### src/rtl/mm1_mem_ctrl_pkg.sv
// Shared constants and types for the layer-1 activation memory controller.
//   MM1_DEPTH     : entries in the layer-1 activation memory
//   MM_ADDR_W     : client-side address width
//   MM_DATA_W     : signed activation width
//   MM_MEM_ADDR_W : memory-side address width (client address zero-extended)
package mm_pkg;

  localparam int MM1_DEPTH     = 64;
  localparam int MM_ADDR_W     = 6;
  localparam int MM_DATA_W     = 32;
  localparam int MM_MEM_ADDR_W = 16;

  // Read clients sharing the single registered read port.
  typedef enum logic {
    CLIENT_A = 1'b0,  // layer-2 MAC
    CLIENT_B = 1'b1   // debug / readout
  } mm_client_e;

endpackage

### src/rtl/mm1_mem_ctrl_if.sv
// Bus interface between the producer, the two read consumers, the memory
// macro and the controller.
//   slave  : controller view (takes requests and memory read data, drives
//            grants, read valids, read data and memory-side controls)
//   master : environment view (producer, consumers and memory)
interface mm1_mem_ctrl_if
  import mm_pkg::*;
#(
  parameter int ADDR_W = MM_ADDR_W,
  parameter int DATA_W = MM_DATA_W
) ();

  logic                     wr_req;
  logic [ADDR_W-1:0]        wr_addr;
  logic signed [DATA_W-1:0] wr_data;
  logic                     wr_gnt;

  logic                     rd_req_a;
  logic [ADDR_W-1:0]        rd_addr_a;
  logic                     rd_gnt_a;
  logic                     rd_valid_a;

  logic                     rd_req_b;
  logic [ADDR_W-1:0]        rd_addr_b;
  logic                     rd_gnt_b;
  logic                     rd_valid_b;

  logic signed [DATA_W-1:0] rd_data;

  logic [MM_MEM_ADDR_W-1:0] mem_write_addr;
  logic signed [DATA_W-1:0] mem_data_in;
  logic                     mem_write_enable;
  logic [MM_MEM_ADDR_W-1:0] mem_read_addr;
  logic signed [DATA_W-1:0] mem_data_out;

  modport slave (
    input  wr_req, wr_addr, wr_data,
    input  rd_req_a, rd_addr_a, rd_req_b, rd_addr_b,
    input  mem_data_out,
    output wr_gnt, rd_gnt_a, rd_gnt_b, rd_valid_a, rd_valid_b, rd_data,
    output mem_write_addr, mem_data_in, mem_write_enable, mem_read_addr
  );

  modport master (
    output wr_req, wr_addr, wr_data,
    output rd_req_a, rd_addr_a, rd_req_b, rd_addr_b,
    output mem_data_out,
    input  wr_gnt, rd_gnt_a, rd_gnt_b, rd_valid_a, rd_valid_b, rd_data,
    input  mem_write_addr, mem_data_in, mem_write_enable, mem_read_addr
  );

endinterface

### src/rtl/mm1_mem_ctrl_rr_arb2.sv
// Two-way round-robin arbiter for the shared read port.
//   clk, reset : clock, asynchronous active-high reset
//   eligible   : [0] client A eligible, [1] client B eligible
//   gnt        : one-hot (or zero) grant, combinational
// The priority pointer moves to the other client after every grant, so a
// lone eligible client is always served and contention alternates.
module rr_arb2
  import mm_pkg::*;
(
  input  logic       clk,
  input  logic       reset,
  input  logic [1:0] eligible,
  output logic [1:0] gnt
);

  mm_client_e prio_q, prio_d;

  always_comb begin
    gnt    = '0;
    prio_d = prio_q;
    case (eligible)
      2'b01:   gnt = 2'b01;
      2'b10:   gnt = 2'b10;
      2'b11:   gnt = (prio_q == CLIENT_A) ? 2'b01 : 2'b10;
      default: gnt = '0;
    endcase
    if (gnt[0]) begin
      prio_d = CLIENT_B;
    end else if (gnt[1]) begin
      prio_d = CLIENT_A;
    end
  end

  always_ff @(posedge clk or posedge reset) begin
    if (reset) begin
      prio_q <= CLIENT_A;
    end else begin
      prio_q <= prio_d;
    end
  end

endmodule

### src/rtl/mm1_mem_ctrl.sv
// Access controller for the 64-entry layer-1 activation memory.
//   clk, reset    : clock, asynchronous active-high reset
//   clear         : synchronous invalidate of all entries (new inference)
//   bus           : producer write port, consumer A/B read ports and the
//                   memory-side write/read controls (slave modport)
//   written_count : number of distinct entries written since clear/reset
//   layer_done    : every entry written
// Writes pass straight through; reads of unwritten entries, or of the entry
// being written in the same cycle, are held off until safe.
module mm1_mem_ctrl
  import mm_pkg::*;
#(
  parameter  int DEPTH = MM1_DEPTH,
  localparam int CNT_W = $clog2(DEPTH) + 1
) (
  input  logic             clk,
  input  logic             reset,
  input  logic             clear,
  mm1_mem_ctrl_if.slave    bus,
  output logic [CNT_W-1:0] written_count,
  output logic             layer_done
);

  localparam logic [CNT_W-1:0] FULL_CNT = CNT_W'(DEPTH);

  logic [DEPTH-1:0]     valid_q, valid_d, valid_base;
  logic [CNT_W-1:0]     count_q, count_d;
  logic                 layer_done_q;
  logic                 rd_valid_a_q, rd_valid_b_q;
  logic [MM_ADDR_W-1:0] rd_addr_q, rd_addr_d;
  logic [1:0]           elig, gnt;

  // Write side: never stalled.
  assign bus.wr_gnt           = bus.wr_req;
  assign bus.mem_write_enable = bus.wr_req;
  assign bus.mem_data_in      = bus.wr_data;
  assign bus.mem_write_addr   = {{(MM_MEM_ADDR_W - MM_ADDR_W){1'b0}}, bus.wr_addr};

  // A read colliding with a same-cycle write to the same entry is deferred
  // one cycle so the memory never sees both on one address.
  always_comb begin
    elig[0] = bus.rd_req_a && valid_q[bus.rd_addr_a]
              && !(bus.wr_req && (bus.wr_addr == bus.rd_addr_a));
    elig[1] = bus.rd_req_b && valid_q[bus.rd_addr_b]
              && !(bus.wr_req && (bus.wr_addr == bus.rd_addr_b));
  end

  rr_arb2 u_arb (
    .clk      (clk),
    .reset    (reset),
    .eligible (elig),
    .gnt      (gnt)
  );

  assign bus.rd_gnt_a = gnt[0];
  assign bus.rd_gnt_b = gnt[1];

  // Read address follows the granted client, otherwise holds the last one.
  always_comb begin
    rd_addr_d = rd_addr_q;
    if (gnt[0]) begin
      rd_addr_d = bus.rd_addr_a;
    end else if (gnt[1]) begin
      rd_addr_d = bus.rd_addr_b;
    end
  end

  assign bus.mem_read_addr = {{(MM_MEM_ADDR_W - MM_ADDR_W){1'b0}}, rd_addr_d};
  assign bus.rd_data       = bus.mem_data_out;

  // Clear is applied before the write, so a write in the clear cycle survives
  // and counts as a fresh entry.
  always_comb begin
    valid_base = clear ? '0 : valid_q;
    count_d    = clear ? '0 : count_q;
    valid_d    = valid_base;
    if (bus.wr_req) begin
      valid_d[bus.wr_addr] = 1'b1;
      if (!valid_base[bus.wr_addr]) begin
        count_d = count_d + CNT_W'(1);
      end
    end
  end

  always_ff @(posedge clk or posedge reset) begin
    if (reset) begin
      valid_q      <= '0;
      count_q      <= '0;
      layer_done_q <= 1'b0;
      rd_valid_a_q <= 1'b0;
      rd_valid_b_q <= 1'b0;
      rd_addr_q    <= '0;
    end else begin
      valid_q      <= valid_d;
      count_q      <= count_d;
      layer_done_q <= (count_d == FULL_CNT);
      rd_valid_a_q <= gnt[0];
      rd_valid_b_q <= gnt[1];
      rd_addr_q    <= rd_addr_d;
    end
  end

  assign bus.rd_valid_a = rd_valid_a_q;
  assign bus.rd_valid_b = rd_valid_b_q;
  assign written_count  = count_q;
  assign layer_done     = layer_done_q;

endmodule
### src/flat_wrapper.sv
// flat-port wrapper written by rule: the top's interface ports become plain ports
module mm1_mem_ctrl_flat import mm_pkg::*;
#(
  parameter  int DEPTH = MM1_DEPTH,
  localparam int CNT_W = $clog2(DEPTH) + 1
)
  (clk, reset, clear, written_count, layer_done, bus_wr_req, bus_wr_addr, bus_wr_data, bus_rd_req_a, bus_rd_addr_a, bus_rd_req_b, bus_rd_addr_b, bus_mem_data_out, bus_wr_gnt, bus_rd_gnt_a, bus_rd_gnt_b, bus_rd_valid_a, bus_rd_valid_b, bus_rd_data, bus_mem_write_addr, bus_mem_data_in, bus_mem_write_enable, bus_mem_read_addr);
  mm1_mem_ctrl_if bus_i ();
  input  logic clk;
  input  logic reset;
  input  logic clear;
  output logic [CNT_W-1:0] written_count;
  output logic layer_done;
  input wire logic [$bits(bus_i.wr_req)-1:0] bus_wr_req;
  input wire logic [$bits(bus_i.wr_addr)-1:0] bus_wr_addr;
  input wire logic [$bits(bus_i.wr_data)-1:0] bus_wr_data;
  input wire logic [$bits(bus_i.rd_req_a)-1:0] bus_rd_req_a;
  input wire logic [$bits(bus_i.rd_addr_a)-1:0] bus_rd_addr_a;
  input wire logic [$bits(bus_i.rd_req_b)-1:0] bus_rd_req_b;
  input wire logic [$bits(bus_i.rd_addr_b)-1:0] bus_rd_addr_b;
  input wire logic [$bits(bus_i.mem_data_out)-1:0] bus_mem_data_out;
  output wire logic [$bits(bus_i.wr_gnt)-1:0] bus_wr_gnt;
  output wire logic [$bits(bus_i.rd_gnt_a)-1:0] bus_rd_gnt_a;
  output wire logic [$bits(bus_i.rd_gnt_b)-1:0] bus_rd_gnt_b;
  output wire logic [$bits(bus_i.rd_valid_a)-1:0] bus_rd_valid_a;
  output wire logic [$bits(bus_i.rd_valid_b)-1:0] bus_rd_valid_b;
  output wire logic [$bits(bus_i.rd_data)-1:0] bus_rd_data;
  output wire logic [$bits(bus_i.mem_write_addr)-1:0] bus_mem_write_addr;
  output wire logic [$bits(bus_i.mem_data_in)-1:0] bus_mem_data_in;
  output wire logic [$bits(bus_i.mem_write_enable)-1:0] bus_mem_write_enable;
  output wire logic [$bits(bus_i.mem_read_addr)-1:0] bus_mem_read_addr;
  assign bus_i.wr_req = bus_wr_req;
  assign bus_i.wr_addr = bus_wr_addr;
  assign bus_i.wr_data = bus_wr_data;
  assign bus_i.rd_req_a = bus_rd_req_a;
  assign bus_i.rd_addr_a = bus_rd_addr_a;
  assign bus_i.rd_req_b = bus_rd_req_b;
  assign bus_i.rd_addr_b = bus_rd_addr_b;
  assign bus_i.mem_data_out = bus_mem_data_out;
  assign bus_wr_gnt = bus_i.wr_gnt;
  assign bus_rd_gnt_a = bus_i.rd_gnt_a;
  assign bus_rd_gnt_b = bus_i.rd_gnt_b;
  assign bus_rd_valid_a = bus_i.rd_valid_a;
  assign bus_rd_valid_b = bus_i.rd_valid_b;
  assign bus_rd_data = bus_i.rd_data;
  assign bus_mem_write_addr = bus_i.mem_write_addr;
  assign bus_mem_data_in = bus_i.mem_data_in;
  assign bus_mem_write_enable = bus_i.mem_write_enable;
  assign bus_mem_read_addr = bus_i.mem_read_addr;
  mm1_mem_ctrl #(.DEPTH(DEPTH)) u_core (.clk(clk), .reset(reset), .clear(clear), .bus(bus_i), .written_count(written_count), .layer_done(layer_done));
endmodule
### config.mk
export PLATFORM = sky130hd
export DESIGN_NAME = mm1_mem_ctrl_flat
export DESIGN_NICKNAME = d
export VERILOG_FILES = /design/src/rtl/mm1_mem_ctrl_pkg.sv /design/src/rtl/mm1_mem_ctrl_if.sv /design/src/rtl/mm1_mem_ctrl_rr_arb2.sv /design/src/rtl/mm1_mem_ctrl.sv /design/src/flat_wrapper.sv
export SDC_FILE = /design/constraint.sdc
export NUM_CORES = 1
export LEC_CHECK = 0
export ABC_AREA = 1
export CAP_MARGIN = 0
export CORE_ASPECT_RATIO = 0.7
export CORE_MARGIN = 5
export CORE_UTILIZATION = 48
export DETAILED_ROUTE_END_ITERATION = 12
export GPL_TIMING_DRIVEN = 0
export HOLD_SLACK_MARGIN = 0.02
export PLACE_DENSITY_LB_ADDON = 0.25
export SETUP_SLACK_MARGIN = 0.5
export SYNTH_ARGS = -nofsm -noshare
export SYNTH_HDL_FRONTEND = slang
export SYNTH_SLANG_ARGS = --single-unit
### constraint.sdc
create_clock -name clk -period 3.2 [get_ports clk]
set_input_delay 0.32 -clock clk [delete_from_list [all_inputs] [get_ports clk]]
set_output_delay 0.32 -clock clk [all_outputs]
set_load 0.01 [all_outputs]
# After elaboration in Yosys (flattened, before gate mapping)
# Index checks and enable logic that the tools add are counted.
[classes] n_addsub=1 n_lt_le_gt_ge=4 n_eq_ne=6 muxes=19 bitwise_logic=1 reduce_logical=10
[op_table] op="2-to-1 mux 64 bit" count=2
[op_table] op="OR 64 bit" count=1
[op_table] op="less-than comparator 6 x 7 -> 1 bit (second input constant)" count=3
[op_table] op="2-to-1 mux 7 bit" count=3
[op_table] op="binary-select mux 1 bit (select 6 bit)" count=3
[op_table] op="== test 6 bit" count=2
[op_table] op="2-to-1 mux 6 bit" count=2
[op_table] op="adder 7 x 1 -> 7 bit (second input constant)" count=1
[op_table] op="== test 7 bit (second input constant)" count=1
[op_table] op="logical AND 1 bit" count=7
[op_table] op="demux 1 bit (select 6 bit)" count=1
[op_table] op=">= comparator 6 x 1 -> 1 bit (second input constant)" count=1
[op_table] op="2-to-1 mux 1 bit" count=6
[op_table] op="case mux 2 bit (3 select lines)" count=1
[op_table] op="== test 2 bit (second input constant)" count=2
[op_table] op="== test 2 x 1 -> 1 bit (second input constant)" count=1
[op_table] op="zero test 1 bit" count=2
[op_table] op="2-to-1 mux 2 bit" count=1
[op_table] op="nonzero test 2 bit" count=1
[totals] ff_bits=81 output_inout_bits=110 elab_cells=48

# Longest topological paths before layout
[depth] depth_word=8 mapped_depth=19 mapped_depth_nobuf=18

# Hierarchy
# Synthesis repeated with hierarchy kept, for this count alone.
[unflattened] hier_cells=920 hier_area_um2=6316.1
[by_module_without_submodules] module="mm1_mem_ctrl" instances=1 cells_each=907 area_per_inst_um2=6241.0 seq_area_each_um2=2001.9
[by_module_without_submodules] module="rr_arb2" instances=1 cells_each=13 area_per_inst_um2=75.1 seq_area_each_um2=25.0

# Least setup slack after synthesis
# No wires, ideal clock.
[synth_timing] path_type="input port to output port" start="in bus_rd_addr_b[1]" end="out bus_mem_read_addr[1]" arrival_time_ns=1.784 t_required_ns=2.880 setup_slack_ns=1.096 stages=14 cell_sequence="buf_2 buf_2 nand2_1 o21ai_0 a221oi_1 nand2_1 o21a_1 nand2_1 nor2_4 nand2_1 nand2_2 inv_2 nand2_1 nand2_1"
[synth_between] word_cells_on_any_way=13
[synth_rtl] element="start, declared" line_no="flat_wrapper.sv:20" text="input wire logic [$bits(bus_i.rd_addr_b)-1:0] bus_rd_addr_b;"
[synth_rtl] element="binary-select mux 1 bit (select 6 bit) or == test 6 bit (tied branches)" line_no="mm1_mem_ctrl.sv:44, mm1_mem_ctrl.sv:45"
[synth_rtl] element="2-to-1 mux 1 bit (not written as such) or logical AND 1 bit (tied branches)" line_no="mm1_mem_ctrl.sv:44, mm1_mem_ctrl.sv:45"
[synth_rtl] element="logical AND 1 bit or zero test 1 bit (tied branches)" line_no="mm1_mem_ctrl.sv:44, mm1_mem_ctrl.sv:45"
[synth_rtl] element="logical AND 1 bit *" line_no="mm1_mem_ctrl.sv:45" text="&& !(bus.wr_req && (bus.wr_addr == bus.rd_addr_b));"
[synth_rtl] element="== test 2 bit or == test 2 x 1 -> 1 bit (tied branches)" line_no="mm1_mem_ctrl_rr_arb2.sv:21" text="case (eligible)"
[synth_rtl] element="case mux 2 bit (3 select lines) *" line_no="mm1_mem_ctrl_rr_arb2.sv:21"
[synth_rtl] element="named net bus_rd_gnt_a" line_no="flat_wrapper.sv:23" text="output wire logic [$bits(bus_i.rd_gnt_a)-1:0] bus_rd_gnt_a;"
[synth_rtl] element="2-to-1 mux 6 bit *" line_no="mm1_mem_ctrl.sv:61" text="if (gnt[0]) begin"
[synth_rtl] element="end, declared" line_no="flat_wrapper.sv:31" text="output wire logic [$bits(bus_i.mem_read_addr)-1:0] bus_mem_read_addr;"
# Mark *: on every way through the listed nets, which the timed path passes. The rest lies on a longest branch. The select of a mux whose other input is x is not followed.

# Worst setup path in the final report
[layout_timing] start="reg u_core.valid_q[28]" end="out bus_mem_read_addr[1]"
[layout_between] elab_chain_len=8 word_cells_on_any_way=14
[layout_rtl] element="start, declared" line_no="mm1_mem_ctrl.sv:26" text="logic [DEPTH-1:0] valid_q, valid_d, valid_base;"
[layout_rtl] element="start signal, assigned" line_no="mm1_mem_ctrl.sv:94" text="valid_q <= valid_d;"
[layout_rtl] element="binary-select mux 1 bit (select 6 bit) (on tied branches)" line_no="mm1_mem_ctrl.sv:42, mm1_mem_ctrl.sv:44"
[layout_rtl] element="2-to-1 mux 1 bit (on tied branches)" line_no="mm1_mem_ctrl.sv:42, mm1_mem_ctrl.sv:44"
[layout_rtl] element="logical AND 1 bit (on tied branches)" line_no="mm1_mem_ctrl.sv:42, mm1_mem_ctrl.sv:44"
[layout_rtl] element="logical AND 1 bit (on tied branches)" line_no="mm1_mem_ctrl.sv:43, mm1_mem_ctrl.sv:45"
[layout_rtl] element="== test 2 bit or == test 2 x 1 -> 1 bit (tied branches)" line_no="mm1_mem_ctrl_rr_arb2.sv:21"
[layout_rtl] element="case mux 2 bit (3 select lines) *" line_no="mm1_mem_ctrl_rr_arb2.sv:21"
[layout_rtl] element="2-to-1 mux 6 bit" line_no="mm1_mem_ctrl.sv:63" text="end else if (gnt[1]) begin"
[layout_rtl] element="2-to-1 mux 6 bit *" line_no="mm1_mem_ctrl.sv:61"
# Every way passes the cells marked *; elsewhere a longest branch is shown, timed or not. The select of a mux whose other input is x is not followed.

==> flow_summary.toml <==
[synthesis]
avgSynthCellArea_um2 = 6.59
seq_area_frac_synth_pct = 32.8
synthAdderAreaFrac_pct = 0.203
muxShareOfSynthArea_pct = 0
netlist_instances = 937
synth_top_area_share_pct = 32.8
synth_compound_area_share_pct = 11.1
synthXorXnorAreaFrac_pct = 0.567
synth.cell_area_um2 = 6170
ys_types = 39
synth-simple-area-share_pct = 35.8
synth_top_area_cell = "dfrtp_1"
synthTopCellsByArea = "dfrtp_1, nand2_1, buf_4"
ys_ff_latch = 81
synth_top_family_by_area = "simple AND/OR/NAND/NOR gates"
yosysWarnings = 0

[global_routing]
grt_pass1_wl_um = 34000
antenna_found_initial = 0
track_usage_pct = 27.7
grt.overflow.total = 0
grt_max_degree = 67
grt_pass1_vias = 6302

[sta]
setup_tns_ns = 0
tightest_slew_ns = 0.521
rsz0062_at_grt = "true"
min_period_ns = 2.63
fmax_ghz = 0.380
hold_violations = 0
setup_violations = 0
fin_ws_ns = 0.570
slew_headroom_pct = 65.3
slew_violations = 0
period_share_pct = 82.2
clock_skew_ns = 0.00899

[run]
maxCapViolCount = 0

[clock_tree]
clock_path_buffers = 2
clk_pin_slew_ns = 0.06
root_buffer = "clkbuf_16"
clk_latency_ns = 0.34
clock_sinks = 81
ctsHoldBuffers = 0
cts_tree = "built"
cts-buffers-inserted = 9
h-tree-depth = 3

[final_layout]
insertedDiodeCount = 0
syn_to_final_growth_pct = 31.1
nets = 1179
layout-drive-gt1-share_pct = 20.9

[power_and_ir_drop]
total_leakage_power_nw = 3.96
ir_worst_vdd_v = 0.000266
power.density_nw_per_um2 = 376

[setup_path]
endpoint_kind = "primary output"
start_kind = "flip-flop"
cp.required_ns = 2.88
cp_data_arrival_time_ns = 2.31
crit_fanout = 6
worstSetupPathType = "flip-flop to primary output"

[routing]
firstDrtPassIters = 6
drtIter0Drc = 871
antenna_left = 0
viasPerCell = 5.45
postRouteWirelength_um = 22400
drc_errors = 0
post_drt_wl_per_cell_um = 17.9
vias = 6850

[floorplan]
std_cell_rows = 34
fp.dieArea_um2 = 15300
design.core.area_um2 = 12500
fp.dieH_um = 105
die_w_um = 146
io_pins = 198
initial_utilization_pct = 49.4

[place]
gp_congestion = 0.980
dp_hpwl_um = 16800
port_buffers = 104
dp_slack_ns = -0.357

[status]
outcome = "completed"

[hold_path]
hp-class = "input port to asynchronous set/reset pin"
==> final timing paths <==
path | slack, ns | cells after the start | to | start
max in group asynchronous | 2.36 | 3 | u_core.valid_q[54] | reset
min reg2reg | 0.53 | 2 | u_core.valid_q[32] | u_core.valid_q[32]
min | 0.25 | 2 | u_core.valid_q[13] | reset
max | 0.57 | 16 | bus_mem_read_addr[1] | u_core.valid_q[28]
min in group clk | 0.41 | 4 | u_core.valid_q[50] | bus_wr_addr[0]
max reg2reg | 1.24 | 17 | u_core.layer_done | u_core.valid_q[28]
==> cells by family (layout without fill, tap and decap cells) <==
kind of cell    Yosys count  in the layout
compound gates          128            128
xor+xnor                  4              4
fa+ha+maj                 1              1
buf+inv                 198            336
flops                    81             81
other cells               1             20
simple gates            524            524
==> metrics by stage <==
step                      area (um^2)  utilization, %  hold WS, ns  std cells  power (mW)
after floorplan                  6240               -        0.471        956        1.57
after global placement           7490            59.9        0.489       1222        1.87
after detailed placement         7520            60.1        0.510       1223        1.88
after CTS                        7960            63.6        0.255       1246        3.00
after global routing             8090            64.7        0.270       1256        3.15
final                            8090            64.7        0.252       1256        3.04
==> cells in the final DEF (no fill, tap or decap), types with 3 or more instances in the layout <==
cell,count
clkdlybuf4s50_1,90
clkbuf_1,3
o21ai_1,8
nand3_1,118
inv_4,6
dlygate4sd2_1,4
clkbuf_16,9
nor3_1,9
buf_6,16
dfrtp_1,73
nor2_1,52
a21oi_1,16
buf_2,15
xor2_1,3
buf_4,117
conb_1,20
o22ai_1,8
nand2_4,4
o21ai_0,81
a21oi_2,4
inv_1,50
nor2_2,8
inv_2,4
nand2_1,317
nor2_4,3
dfrtp_2,8
clkinvlp_4,3
clkbuf_2,8
nand2_2,6
==> synth_stat cells, drive strengths merged <==
cell / number
a21boi: 1
a21oi: 20
o22ai: 8
o21a: 1
nand3: 120
conb: 1
nor2: 63
dfrtp: 81
xnor2: 1
nand4: 3
o21ai: 91
a221oi: 1
a31o: 1
inv: 62
nor4: 2
o211ai: 2
ha: 1
nand2: 327
a22oi: 1
o2111ai: 1
a32o: 1
buf: 127
nor3: 9
clkinv: 3
clkbuf: 6
xor2: 3
==> state kept, by name (all words and copies together) (netlist names) <==
register	cells
u_core.rd_addr_q	6
u_core.u_arb.prio_q	1
u_core.bus.rd_valid_b	1
u_core.layer_done	1
u_core.written_count	7
u_core.valid_q	64
u_core.bus.rd_valid_a	1
==> repair_timing <==
| item | 4_1_cts | 5_1_grt |
|---|---|---|
| buffers inserted | 8 | 10 |
| resized for setup | 47 | 59 |
| pin swaps | 4 | 5 |
| setup endpoints to repair | 8 | 9 |
==> power breakdown <==
| part | switching (mW) | internal (mW) | leakage [nW] |
|---|---|---|---|
| Sequential | 0.0258 | 1.07 | 1.09 |
| Clock | 0.424 | 0.704 | 0.152 |
| Combinational | 0.459 | 0.361 | 2.71 |
==> worst max-delay path: stages (launching register included) <==
cell      delay, ns
dfrtp_1        0.43
inv_1          0.09
o21ai_0        0.19
nand3_1        0.12
nand2_1        0.08
nand2_1        0.04
nand2_1        0.06
o21ai_1        0.06
nand2_1        0.07
nand2_2        0.07
nor2_4         0.16
nand2_2        0.08
nand2_4        0.10
buf_4          0.13
nand3_1        0.08
nand2_1        0.09
clkbuf_2       0.14
==> area by class of cell <==
| class | count | area [um^2] |
|---|---|---|
| flip-flops and latches | 81 | 2040 |
| inverters | 65 | 274 |
| fillers | 1129 | 4410 |
| repair buffers | 123 | 1170 |
| clock inverters | 4 | 76.3 |
| well taps | 162 | 203 |
| clock buffers | 11 | 243 |
| plain buffers | 133 | 1010 |
| multi-input cells | 677 | 3080 |
==> routing by layer <==
| metal | share of wire [%] | global-route usage [%] | vias up |
|---|---|---|---|
| li1 | - | - | 3220 |
| met1 | 41 | 37.9 | 3102 |
| met2 | 41 | 38.5 | 473 |
| met3 | 17 | 14.4 | 55 |
| met4 | 1.8 | 7.59 | 0 |
| met5 | 0 | 0 | - |
(Power assumes the default switching activity.)
